`src/rtl/vga_dot_overlay.sv`:
```
// vga_dot_overlay: composites up to NUM_DOTS square dots and one goal box over
// the background colour for the VGA path. It keeps a sticky per-dot goal-hit
// bitmap and pulses frame_ready one clk after each frame boundary.
//
// Build option: define VGA_OVERLAY_DOUBLE_BUF_EN for shadow/live double
// buffering, where processor writes land in the shadow copy and reach the drawn
// (live) copy only at screen_end. When the macro is left undefined, writes go
// straight to the live copy and tearing is allowed.
module vga_dot_overlay #(
   parameter int          NUM_DOTS   = 20,
   parameter int          DOT_SIZE   = 1,
   parameter int          X_WIDTH    = 10,
   parameter int          Y_WIDTH    = 9,
   parameter int          X_RESET    = 320,
   parameter int          Y_RESET    = 240,
   parameter int          GOAL_X     = 310,
   parameter int          GOAL_Y     = 50,
   parameter int          GOAL_SIZE  = 20,
   parameter logic [11:0] GOAL_COLOR = 12'h0D0,
   parameter logic [11:0] DOT_COLOR  = 12'h000
) (
   input  logic                clk,
   input  logic                reset,
   input  logic                pix_en,
   input  logic [X_WIDTH-1:0]  x,
   input  logic [Y_WIDTH-1:0]  y,
   input  logic                active,
   input  logic                screen_end,
   input  logic [11:0]         bg_color,
   input  logic                dot_wren,
   input  logic                dot_is_y,
   input  logic [31:0]         dot_id,
   input  logic [31:0]         dot_loc,
   input  logic                goal_clr,
   output logic [11:0]         rgb,
   output logic                frame_ready,
   output logic [NUM_DOTS-1:0] goal_hits
);

   // Bounds are compared one bit wider than the coordinates, so that a dot or
   // box reaching past the screen edge clips instead of wrapping to zero.
   localparam int XB    = X_WIDTH + 1;
   localparam int YB    = Y_WIDTH + 1;
   localparam int LOC_W = (X_WIDTH > Y_WIDTH) ? X_WIDTH : Y_WIDTH;

   localparam logic [X_WIDTH-1:0] X_RST     = X_WIDTH'(X_RESET);
   localparam logic [Y_WIDTH-1:0] Y_RST     = Y_WIDTH'(Y_RESET);
   localparam logic [XB-1:0]      DOT_W     = XB'(DOT_SIZE);
   localparam logic [YB-1:0]      DOT_H     = YB'(DOT_SIZE);
   localparam logic [XB-1:0]      GOAL_X_LO = XB'(GOAL_X);
   localparam logic [XB-1:0]      GOAL_X_HI = XB'(GOAL_X + GOAL_SIZE);
   localparam logic [YB-1:0]      GOAL_Y_LO = YB'(GOAL_Y);
   localparam logic [YB-1:0]      GOAL_Y_HI = YB'(GOAL_Y + GOAL_SIZE);

   // Half-open goal box test, [lo, hi) on both axes.
   function automatic logic in_goal(input logic [XB-1:0] px, input logic [YB-1:0] py);
      return (px >= GOAL_X_LO) && (px < GOAL_X_HI) &&
             (py >= GOAL_Y_LO) && (py < GOAL_Y_HI);
   endfunction

   logic [X_WIDTH-1:0]  live_x_q [NUM_DOTS];
   logic [Y_WIDTH-1:0]  live_y_q [NUM_DOTS];
   logic [NUM_DOTS-1:0] wr_sel;
   logic                dot_hit;
   logic                goal_hit;
   logic [11:0]         rgb_d, rgb_q;
   logic                frame_ready_q;
   logic [NUM_DOTS-1:0] goal_hits_d, goal_hits_q;

   // Coordinate bits above the widest axis are dropped on purpose.
   logic unused_loc_bits;
   assign unused_loc_bits = ^dot_loc[31:LOC_W];

   // Write decode: one select per dot. An out-of-range id matches none, so the write is dropped.
   always_comb begin
      // NOTE: default every always_comb output first so no path leaves it unassigned (no latch).
      wr_sel = '0;
      for (int i = 0; i < NUM_DOTS; i++) begin
         wr_sel[i] = dot_wren && (dot_id == 32'(i));
      end
   end

`ifdef VGA_OVERLAY_DOUBLE_BUF_EN
   logic [X_WIDTH-1:0] shadow_x_q [NUM_DOTS];
   logic [Y_WIDTH-1:0] shadow_y_q [NUM_DOTS];

   // Position storage: writes land in the shadow copy, and screen_end copies shadow to live.
   always_ff @(posedge clk or posedge reset) begin
      if (reset) begin
         // NOTE: these arrays are flops with defined power-up positions, so they are reset like any register (not a RAM).
         for (int i = 0; i < NUM_DOTS; i++) begin
            shadow_x_q[i] <= X_RST;
            shadow_y_q[i] <= Y_RST;
            live_x_q[i]   <= X_RST;
            live_y_q[i]   <= Y_RST;
         end
      end else begin
         for (int i = 0; i < NUM_DOTS; i++) begin
            // NOTE: non-blocking, so a write in the screen_end cycle is not copied; the swap reads the old shadow.
            if (screen_end) begin
               live_x_q[i] <= shadow_x_q[i];
               live_y_q[i] <= shadow_y_q[i];
            end
            if (wr_sel[i] && !dot_is_y) shadow_x_q[i] <= dot_loc[X_WIDTH-1:0];
            if (wr_sel[i] &&  dot_is_y) shadow_y_q[i] <= dot_loc[Y_WIDTH-1:0];
         end
      end
   end
`else
   // Position storage: writes go straight to the drawn positions.
   always_ff @(posedge clk or posedge reset) begin
      if (reset) begin
         // NOTE: these arrays are flops with defined power-up positions, so they are reset like any register (not a RAM).
         for (int i = 0; i < NUM_DOTS; i++) begin
            live_x_q[i] <= X_RST;
            live_y_q[i] <= Y_RST;
         end
      end else begin
         for (int i = 0; i < NUM_DOTS; i++) begin
            if (wr_sel[i] && !dot_is_y) live_x_q[i] <= dot_loc[X_WIDTH-1:0];
            if (wr_sel[i] &&  dot_is_y) live_y_q[i] <= dot_loc[Y_WIDTH-1:0];
         end
      end
   end
`endif

   // Pixel test and priority mux. A single compare level per dot feeds an OR-reduce.
   always_comb begin
      dot_hit = 1'b0;
      for (int i = 0; i < NUM_DOTS; i++) begin
         if (({1'b0, x} >= {1'b0, live_x_q[i]}) &&
             ({1'b0, x} <  {1'b0, live_x_q[i]} + DOT_W) &&
             ({1'b0, y} >= {1'b0, live_y_q[i]}) &&
             ({1'b0, y} <  {1'b0, live_y_q[i]} + DOT_H)) begin
            dot_hit = 1'b1;
         end
      end
      goal_hit = in_goal({1'b0, x}, {1'b0, y});
      if (!active)       rgb_d = '0;
      else if (dot_hit)  rgb_d = DOT_COLOR;
      else if (goal_hit) rgb_d = GOAL_COLOR;
      else               rgb_d = bg_color;
   end

   // Sticky goal bitmap: set from the pre-swap live corners at screen_end. Clear has priority.
   always_comb begin
      goal_hits_d = goal_hits_q;
      if (goal_clr) begin
         goal_hits_d = '0;
      end else if (screen_end) begin
         for (int i = 0; i < NUM_DOTS; i++) begin
            if (in_goal({1'b0, live_x_q[i]}, {1'b0, live_y_q[i]})) goal_hits_d[i] = 1'b1;
         end
      end
   end

   // Output registers: colour updates only on pixel strobes and holds between them.
   always_ff @(posedge clk or posedge reset) begin
      if (reset) begin
         rgb_q         <= '0;
         frame_ready_q <= 1'b0;
         goal_hits_q   <= '0;
      end else begin
         if (pix_en) rgb_q <= rgb_d;
         frame_ready_q <= screen_end;
         goal_hits_q   <= goal_hits_d;
      end
   end

   assign rgb         = rgb_q;
   assign frame_ready = frame_ready_q;
   assign goal_hits   = goal_hits_q;

endmodule

```
`config.mk`:
```
export PLATFORM = sky130hd
export DESIGN_NAME = vga_dot_overlay
export DESIGN_NICKNAME = d
export VERILOG_FILES = /design/src/rtl/vga_dot_overlay.sv
export SDC_FILE = /design/constraint.sdc
export NUM_CORES = 1
export LEC_CHECK = 0
export ABC_AREA = 1
export BUFFER_PORTS_ARGS = -buffer_cell sky130_fd_sc_hd__buf_2
export CORE_MARGIN = 1
export CORE_UTILIZATION = 54
export CTS_BUF_LIST = sky130_fd_sc_hd__clkbuf_8
export DETAILED_ROUTE_END_ITERATION = 7
export MAX_ROUTING_LAYER = met4
export PLACE_DENSITY = 0.68
export SYNTH_ARGS = -nofsm -noshare
export SYNTH_HDL_FRONTEND = slang
export SYNTH_SLANG_ARGS = --single-unit
```
`constraint.sdc`:
```
create_clock -name clk -period 37.2 [get_ports clk]
set_input_delay 5.58 -clock clk [delete_from_list [all_inputs] [get_ports clk]]
set_output_delay 5.58 -clock clk [all_outputs]
set_load 0.005 [all_outputs]
```
-- Yosys cells after proc, flatten, opt, wreduce, memory -nomap -nowiden
Cells that the tools add are included.
- register bits after elaboration: 413
- input bits: 103
- output and inout port bits: 33
- word-level logic and storage cells: 556
- add/sub/neg operators: 40
- $lt $le $gt $ge: 164
- equal/unequal tests: 19
- mux-type cells: 45
- reductions and logical operators: 226
- operators by type and width (kind ; number):
    $eq A32 B4 Y1 const B ; 8
    $add A10 B1 Y11 const B ; 20
    $lt A10 B11 Y1 ; 20
    $ge A10 B9 Y1 const B ; 21
    $lt A10 B9 Y1 const B ; 21
    $add A9 B1 Y10 const B ; 20
    $ge A10 B10 Y1 ; 20
    $lt A9 B10 Y1 ; 20
    $ge A9 B6 Y1 const B ; 21
    $lt A9 B7 Y1 const B ; 21
    $logic_and A1 B1 Y1 ; 183
    $ge A9 B9 Y1 ; 20
    $eq A32 B3 Y1 const B ; 4
    $eq A32 B5 Y1 const B ; 4
    $eq A32 B2 Y1 const B ; 2
    $reduce_bool A2 Y1 ; 21
    $mux W1 ; 40
    $mux W20 ; 2
    $reduce_and A2 Y1 ; 20
    $mux W12 ; 3
    $eq A32 B1 Y1 const B ; 1
    $logic_not A32 Y1 ; 1
    $logic_not A1 Y1 ; 1

-- Longest topological paths before layout
Gate-level depths: netlist of run 1.
- word-level depth: 27
- gate-level depth with buffers: 23
- mapped depth without buffers: 22

-- Worst setup path after synthesis of run 1
Ideal clock, no wire load.
- kind: input-to-reg
- from: input port x[0]
- to: register rgb_q[0], in the netlist rgb[0]
- setup time: 117 ps
- arrival time: 7638 ps
- required time: 37083 ps
- slack: 29444 ps
- stages: 15
- buffers on the path: 1
- cells stage by stage: inv_1 > ha_1 > nor3_1 > nand3_1 > nand4_1 > nand2_1 > inv_1 > nand2_1 > nor2_1 > nor2_1 > nand3_1 > nor2_1 > buf_2 > nand3_1 > nand2_1
- longest elaborated chain between the ends: 26
- elaborated cells between the ends (all ways): 128
- those cells by class: order compare: 42; mux: 23; reduce/logical: 63
- RTL lines (item ; line ; RTL):
    start: declaration ; 25 ; input logic [X_WIDTH-1:0] x,
    $lt A10 B11 Y1 or $ge A10 B10 Y1 (tied branches) ; 132, 131 ;
    $logic_and A1 B1 Y1 ; 131 ; if (({1'b0, x} >= {1'b0, live_x_q[i]}) &&
    $logic_and A1 B1 Y1 ; 132 ; ({1'b0, x} < {1'b0, live_x_q[i]} + DOT_W) &&
    $logic_and A1 B1 Y1 ; 133 ; ({1'b0, y} >= {1'b0, live_y_q[i]}) &&
    $mux W1 (20 in series) ; 131 ;
    $mux W12 * ; 140 ; else if (dot_hit) rgb_d = DOT_COLOR;
    $mux W12 * ; 139 ; if (!active) rgb_d = '0;
    end signal: assignment ; 164 ; if (pix_en) rgb_q <= rgb_d;
    end: declaration ; 66 ; logic [11:0] rgb_d, rgb_q;
Every way passes the cells marked *; elsewhere a longest branch is shown, timed or not.
A chain may end at the register's enable or synchronous reset.

-- Worst setup path in the final report of run 1
- from: input port y[8]
- to: register rgb_q[1], in the netlist rgb[1]
- longest elaborated chain between the ends: 25
- elaborated cells between the ends (all ways): 107
- those cells by class: order compare: 42; mux: 23; reduce/logical: 42
- RTL lines (item ; line ; RTL):
    start: declaration ; 26 ; input logic [Y_WIDTH-1:0] y,
    $ge A9 B9 Y1 ; 133 ;
    $logic_and A1 B1 Y1 ; 132 ;
    $logic_and A1 B1 Y1 ; 133 ;
    $mux W1 (20 in series) ; 131 ;
    $mux W12 * ; 140 ;
    $mux W12 * ; 139 ;
Marked as above.

==> results of run 1 <==
## layout make-up
| cell class | instances | area, µm² |
|---|---|---|
| timing repair buffer | 154 | 873 |
| antenna | 6 | 15.0 |
| tap | 1030 | 1290 |
| inverter | 586 | 2210 |
| sequential | 413 | 10500 |
| clock buffer | 102 | 1400 |
| clock inverter | 48 | 335 |
| multi-input combinational | 4547 | 28800 |
| fill | 7218 | 31100 |
## per-stage QoR
step           instances  cell area (µm²)
2_1_floorplan       5676            42000
3_3_place_gp        6730            43600
3_5_place_dp        6730            43600
4_1_cts             6880            45400
5_1_grt             6883            45400
6_report            6886            45400
## state kept, by name, indices dropped and copies added (netlist names)
signal,count
frame_ready,1
goal_hits,20
live_x_q,200
live_y_q,180
rgb,12
## critical path: cells and delay by family
kind	cells	cell delay, ns
adder cells (fa/ha/maj)	1	0.36
buffers and inverters	2	1.04
AND/OR/NAND/NOR	8	1.82
AO/OA/AOI/OAI	2	0.30
## power groups by stage
stage / sequential, mW / clock (mW) / combinational [mW]
final: 0.452 / 0.493 / 0.178
after global routing: 0.452 / 0.525 / 0.202
after CTS: 0.452 / 0.506 / 0.177
after detailed placement: 0.459 / 0 / 0.177
after global placement: 0.459 / 0 / 0.171
after floorplan: 0.460 / 0 / 0.105
## layer usage
metal	share of wire, %	wire (µm)
met1	47	56800
met2	43	52200
met3	6.7	8120
met4	2.9	3560
met5	0	0
## cells in the final DEF (no fill, tap or decap), types with 142 or more instances in the layout
master / instances
sky130_fd_sc_hd__a21oi_1: 310
sky130_fd_sc_hd__dfrtp_1: 293
sky130_fd_sc_hd__ha_1: 840
sky130_fd_sc_hd__inv_1: 602
sky130_fd_sc_hd__nand2_1: 1275
sky130_fd_sc_hd__nand3_1: 251
sky130_fd_sc_hd__nor2_1: 518
sky130_fd_sc_hd__nor3_1: 142
sky130_fd_sc_hd__o21ai_0: 504
sky130_fd_sc_hd__xor2_1: 214
## worst max path at each step
stage,cells past startpoint,from,to
finish,13,y[8],rgb[1]$_DFFE_PP0P_
global route,6,dot_id[25],live_x_q[26]$_DFFE_PP1P_
CTS,6,dot_id[17],live_x_q[27]$_DFFE_PP0P_
detailed placement,6,dot_id[17],live_x_q[27]$_DFFE_PP0P_
global placement,6,dot_id[25],live_x_q[24]$_DFFE_PP0P_
floorplan,1,reset,frame_ready$_DFF_PP0_
## cells by family after synthesis
| kind of cell | count (synthesis) | synth area share (%) |
|---|---|---|
| compound gates | 979 | 12.6 |
| xor+xnor | 254 | 5.29 |
| fa+ha+maj | 840 | 25.0 |
| buf+inv | 716 | 6.53 |
| flops | 413 | 25.0 |
| simple gates | 2474 | 25.6 |
==> summary by stage, run 1 <==
Status
The flow ran to the end, and the final reports show no timing, DRC or antenna violations.

Synth
The Yosys step of the flow raised 0 warnings. After synthesis, the cell types taking the most area are sky130_fd_sc_hd__ha_1 25%, sky130_fd_sc_hd__dfrtp_1 17%, sky130_fd_sc_hd__nand2_1 11%. After synthesis, the most frequently instantiated cells are 1275 x sky130_fd_sc_hd__nand2_1, 840 x sky130_fd_sc_hd__ha_1, 584 x sky130_fd_sc_hd__inv_1. The share of Yosys cell area claimed by the top area cell type is 25.0%. Counting flops with a built-in enable in the synthesized netlist gives 0. Yosys instantiated no cell more often than sky130_fd_sc_hd__nand2_1. The post-synth design cell area is 42000 µm². The number of flip-flops and latches in the synthesized netlist is 413. The count of unique library cells instantiated by Yosys is 45. The synthesized design spends more area on one cell type than any other, namely sky130_fd_sc_hd__ha_1. For this run, asynchronously set or reset flops after synthesis account for 100%. The average instance in the mapped netlist occupies 7.40 µm². For this run, the register share of the synthesized area comes to 25.0%. The cell count after synthesis is 5676.

The synthesized net count is 6619. For this run, the leading register cell type out of synthesis is sky130_fd_sc_hd__dfrtp_1.

Place
Routability-driven placement finished with a final weighted congestion of 0.929. During placement, the flow inserted port buffers numbering 113. The half-perimeter wire length after placement is 79400 µm. The worst setup slack after placement is 28.04 ns.

Routing
The total number of vias is 38400. Dividing the detail-routed via count by the number of cells gives 5.57. The detail route stage leaves a number of antenna-violating nets equal to 0. The total DRC errors in the routed layout is 0. The wire length per cell is 17.5 µm.

The total iterations of the first detailed-routing run is 7. For this block, the initial DRC count from the detailed router was 2517. The post-detailed-routing wire length is 121000 µm.

Setup path
In this run the critical register-to-register path is launched from live_x_q[130]$_DFFE_PP0P_. The setup check on the worst reg-to-reg path leaves a slack of 33.44 ns. The depth of the most critical reg-to-reg path is 18. The master of the slowest instance on the critical path is sky130_fd_sc_hd__nor2_1. Walking the worst path, the cells encountered are buf_2 > buf_4 > ha_1 > a21oi_1 > o21a_1 > nand4_1 > nand3_1 > nor2_1 > nor2_1 > nand3_1 > nor2_1 > nand3_1 > nand2_1. The worst register-to-register path ends at rgb[1]$_DFFE_PP0P_. The nature of the critical path endpoint is a register. Data on the critical path is required at its endpoint by 37.80 ns. The critical path is of the in2reg type. STA puts the critical path data arrival time at 9.14 ns. The maximum cell stage delay along the critical path is 0.72 ns. The maximum fanout along the worst path is 27. The type of element launching the critical path is an input pin.

Global routing
Entering global routing, the biggest net connects 128 pins. Summed over all layers, the global routing overflow is 0. The all-layer global routing usage is 31.6%. The via count of the first global-routing pass was 35800. The first global-routing pass estimated 191000 µm of wire.

In the global route stage, met2 resource usage came out at 48.5%. In this run the most used layer during global routing was met2. For met3 alone, demand over resource in global routing was 4.36%.

The number of antenna violations at the first check in global routing is 7. The met1 capacity usage during global routing is 42.9%.

Die
The die covers 78900 µm². For this configuration, the core starts out at a cell density of 55.0%. The horizontal die dimension is 281 µm. The count of pins on the block boundary is 136.

The core area is 76500 µm². The count of standard-cell rows is 101. The die is 281 µm tall.

Timing
The worst-case setup margin in the final layout is 28.65 ns. The setup TNS is 0 ns. The transition time of the tightest slew-check pin is 1.12 ns. The minimum hold slack is 0.475 ns. Setup violations remaining at the end of the flow were counted as 0. After layout, the minimum clock period comes to 8.55 ns. The final hold violation count is 0.

For the final database, setup skew stands at 0.0378 ns. Measured against its own limit, the worst slew margin works out to 24.4%. The portion of the clock cycle consumed by the worst path in the final layout is 23.0%.

Setup repair after global routing left no endpoint under its margin. Based on the critical path, the design can be clocked at up to 0.117 GHz. The max-slew violation count is 0.

Worst hold path
The worst hold path begins at rgb[0]$_DFFE_PP0P_. The end of the worst hold path is rgb[0]$_DFFE_PP0P_. The number of stages on the worst hold path is 2. The path class of the tightest hold or removal check is reg2reg.

Power and ir drop
In this run the static leakage power is 19.4 nW. The share of total power dissipated in sequential elements is 40.3%. The maximum VDD drop is 0.0288 mV. Combinational cells account for 15.9% of the total power. The total power per unit cell area is 24.7 nW/µm². The share of total power dissipated in the clock network is 43.9%. Net switching is 29.6% of the power. Summed over all nets, the switching power comes to 0.333 mW. The internal power of the cells totals 0.790 mW.

Summing internal, switching and leakage power gives 1.12 mW.

Clock tree
The number of clock sinks is 413. The number of H-tree levels is 3. The post-CTS repair timing setup buffer count is 0.

The number of buffers on the longest clock path is 3. After clock tree synthesis, the clock-pin slew on the worst setup and hold paths is 0.05 ns. The buffer type at the clock tree root is sky130_fd_sc_hd__clkbuf_8.

The total of hold buffers inserted after clock tree synthesis is 0. The number of CTS-inserted buffers is 81. TritonCTS built the clock tree.

The quantity of gates resized following cts is 0. The clock network latency to the later pin of the worst-skew pair is 0.70 ns.

Final layout
Cells with a size suffix above 1 make up 7.57% of the layout. In the final design database the tool counted 6726 nets. The final standard cell utilization of the core is 59.4%. Compared with the post-synthesis result, the final layout area differs by 8.04%.

Flow run
The max capacitance violation total is 0.
Power figures use the tool's default switching activity.
==> inputs of run 2 (changes only) <==
==> constraint.sdc (replaced) <==
create_clock -name clk -period 8.7 [get_ports clk]
set_input_delay 1.305 -clock clk [delete_from_list [all_inputs] [get_ports clk]]
set_output_delay 1.305 -clock clk [all_outputs]
set_load 0.005 [all_outputs]
==> run 2 against run 1 <==
Against the previous run: clock power increased to 4.1 times the previous value; design area decreased by 0.20%; worst setup slack got worse by 25 ns; critical endpoint is now live_x_q[5]$_DFFE_PP0P_; largest power group unchanged.
==> summary by stage, run 2 (same netlist as run 1, synthesis figures left out) <==
Final layout
The post-route netlist has 7.45% of its cells at a drive strength greater than 1. The library cell used most frequently in the layout, excluding fill and tap cells, is sky130_fd_sc_hd__nand2_1. live_x_q holds more flip-flops than any other register. The register with the most flip-flops in the layout has 200 of them. The final layout contains 6719 nets. In the layout the commonest cells are 1275 x sky130_fd_sc_hd__nand2_1, 840 x sky130_fd_sc_hd__ha_1, 601 x sky130_fd_sc_hd__inv_1. Relative to the synthesized area, the layout overhead comes to 7.83%.

The number of cells in the finished layout apart from fillers is 6876.

Routing
The pre-antenna-repair detailed-routing pass consisted of 5 iterations. The mean number of vias per cell is 5.58. In this run, the number of DRC markers left after iteration 0 of detailed routing was 2454. The post-detailed-route count of antenna-violating nets is 0. The post-detailed-routing wire length is 123000 µm. The wire length per cell is 17.8 µm. The detailed router placed 38400 vias in this run.

The total DRC errors in the routed layout is 0.

Timing
The max-slew violation count was 0. The worst clock skew is 0.0375 ns. The portion of the clock cycle consumed by the worst path in the final layout is 56.8%. The routed design could run at a clock period as short as 4.94 ns. The final setup violation count is 0. The transition time of the tightest slew-check pin is 1.16 ns.

Summed over all failing endpoints, the final setup total negative slack is 0 ns. The final hold violation count is 0. The worst slew margin relative to its limit is 21.9%.

The upper clock frequency limit is 0.202 GHz. Setup repair after global routing left no endpoint under its margin.

Setup path
The buffers plus inverters on the worst setup path is 1. On the worst path, the slowest cell contributes a delay of 1.03 ns. The kind of critical path is in2reg. The worst setup path is captured at a register. For the worst setup path, the data required time is 9.27 ns. The worst setup path is launched from an input pin. Traced cell by cell, the critical path runs through buf_2 > nor4_2 > nand4_2 > nor4_1 > nand3_1 > o21ai_0.

The maximum fanout along the worst path is 20. On the critical path, the stage with the largest delay is an instance of sky130_fd_sc_hd__nor4_1. The data arrival time of the critical path is 5.52 ns. The critical path's top delay family is simple AND/OR/NAND/NOR gates.

Clock tree
TritonCTS built the clock tree. In this run the deepest clock path goes through 3 buffers. In this run, post-CTS hold repair placed 0 buffers. The number of clock sinks is 413. Clock-pin slew was measured on the worst setup and hold paths at 0.06 ns. At the later pin of the worst-skew pair, clock insertion delay measures 0.69 ns. The number of H-tree levels is 3.

Buffers inserted during clock tree synthesis total 78. The buffer type at the clock tree root is sky130_fd_sc_hd__clkbuf_8. Buffers added to address setup during post-CTS repair amount to 0. The quantity of gates resized following cts is 0.

Power and ir drop
Of the total power, combinational logic draws 16.2%. The post-route total power is 4.72 mW. The analysis attributes to net switching a power of 1.44 mW. The analysis attributes to cell leakage a power of 19.3 nW.

The switching part of the total power is 30.4%. Across the VDD grid, the largest voltage drop is 0.114 mV. The total power per unit cell area is 104 nW/µm². The clock network accounts for 42.9% of the total power.

The sequential fraction of design power is 40.9%. Internal power comes to 3.29 mW.

Die
Measured along the y axis, the die boundary spans 281 µm. The die covers 78900 µm². The core area is 76500 µm². The count of standard-cell rows is 101. The starting density of the core is 55.0%. During I/O placement, the number of pins put on the boundary was 136. The horizontal die dimension is 281 µm.

Place
After legalization and detailed placement, the total HPWL measured 81900 µm. The number of placed instances, taps included is 6726. The count of port buffers added during placement is 113.

The global placement routability congestion is 0.909.

Flow run
Max-cap violations in this run came to 0.

Global routing
Global routing finished with a remaining overflow of 0. The number of antenna violations at the first check in global routing is 7. Entering global routing, the biggest net connects 128 pins. The all-layer global routing usage is 32.2%. The via count of the first global-routing pass is 36000. The first-pass GRT wire length is 193000 µm.

Worst hold path
The worst hold-check path type is reg2reg.

Status
The flow ran to the end, and the final reports show no timing, DRC or antenna violations.
## run 2: changes by cell type in the layout (fill, tap and decap cells not counted), moves of 2 or more
cell / delta
sky130_fd_sc_hd__buf_2: -4
sky130_fd_sc_hd__clkinv_2: -4
sky130_fd_sc_hd__bufinv_16: -3
sky130_fd_sc_hd__clkinvlp_4: +3
sky130_fd_sc_hd__buf_12: +2
sky130_fd_sc_hd__buf_4: -2
## run 2: cell type report
type	count	area, µm²
clock buffers	102	1400
flip-flops and latches	413	10500
multi-input cells	4547	28800
repair buffers	150	878
diodes	5	12.5
fillers	7243	31100
inverters	586	2200
well taps	1030	1290
clock inverters	43	240
## run 2: power by group through the flow
stage / Clock (mW) / Sequential, mW / Combinational (mW)
5_1_grt: 2.15 / 1.93 / 0.871
3_3_place_gp: 0 / 1.96 / 0.738
6_report: 2.02 / 1.93 / 0.767
4_1_cts: 2.06 / 1.93 / 0.765
2_1_floorplan: 0 / 1.97 / 0.450
3_5_place_dp: 0 / 1.96 / 0.761
## run 2: metal layers
layer / GRT usage (%) / routed length [µm]
met5: - / 0
met4: 10.0 / 3410
met3: 4.90 / 7970
met2: 50.5 / 54300
met1: 42.5 / 57000
## run 2: worst paths after layout
path / slack, ns / from / endpoint / depth (start not counted)
min in group asynchronous: 0.67 / reset / goal_hits[3]$_DFFE_PP0P_ / 2
setup reg to reg: 4.95 / live_x_q[152]$_DFFE_PP0P_ / rgb[7]$_DFFE_PP0P_ / 19
max in group asynchronous: 6.16 / reset / live_y_q[65]$_DFFE_PP0P_ / 4
hold / removal: 0.48 / rgb[10]$_DFFE_PP0P_ / rgb[10]$_DFFE_PP0P_ / 2
setup / recovery: 3.76 / dot_id[17] / live_x_q[5]$_DFFE_PP0P_ / 6
hold reg to reg: 0.48 / rgb[10]$_DFFE_PP0P_ / rgb[10]$_DFFE_PP0P_ / 2
## run 2: metrics by stage
step	hold slack, ns	setup slack (ns)	cell area (µm²)	util, %
2_1_floorplan	0.453	1.93	42000	-
5_1_grt	0.496	3.55	45300	59.3
3_3_place_gp	0.459	3.22	43600	57.1
4_1_cts	0.475	3.88	45300	59.2
3_5_place_dp	0.460	3.16	43600	57.1
6_report	0.475	3.76	45300	59.3
## run 2: worst register-to-register path: stages (launching register included)
cell,delay [ns]
sky130_fd_sc_hd__dfrtp_1,0.44
sky130_fd_sc_hd__inv_1,0.12
sky130_fd_sc_hd__nor3_1,0.15
sky130_fd_sc_hd__inv_1,0.08
sky130_fd_sc_hd__nor2_1,0.09
sky130_fd_sc_hd__inv_1,0.08
sky130_fd_sc_hd__nor2_1,0.09
sky130_fd_sc_hd__nand2_1,0.08
sky130_fd_sc_hd__nor3_1,0.19
sky130_fd_sc_hd__xor2_1,0.12
sky130_fd_sc_hd__ha_1,0.30
sky130_fd_sc_hd__nand3b_1,0.09
sky130_fd_sc_hd__nand3b_1,0.16
sky130_fd_sc_hd__nand3_1,0.11
sky130_fd_sc_hd__nor2_1,0.07
sky130_fd_sc_hd__nor2_1,0.26
sky130_fd_sc_hd__nand3_1,0.27
sky130_fd_sc_hd__nor2_1,0.70
sky130_fd_sc_hd__nand3_1,0.16
sky130_fd_sc_hd__nand2_1,0.10
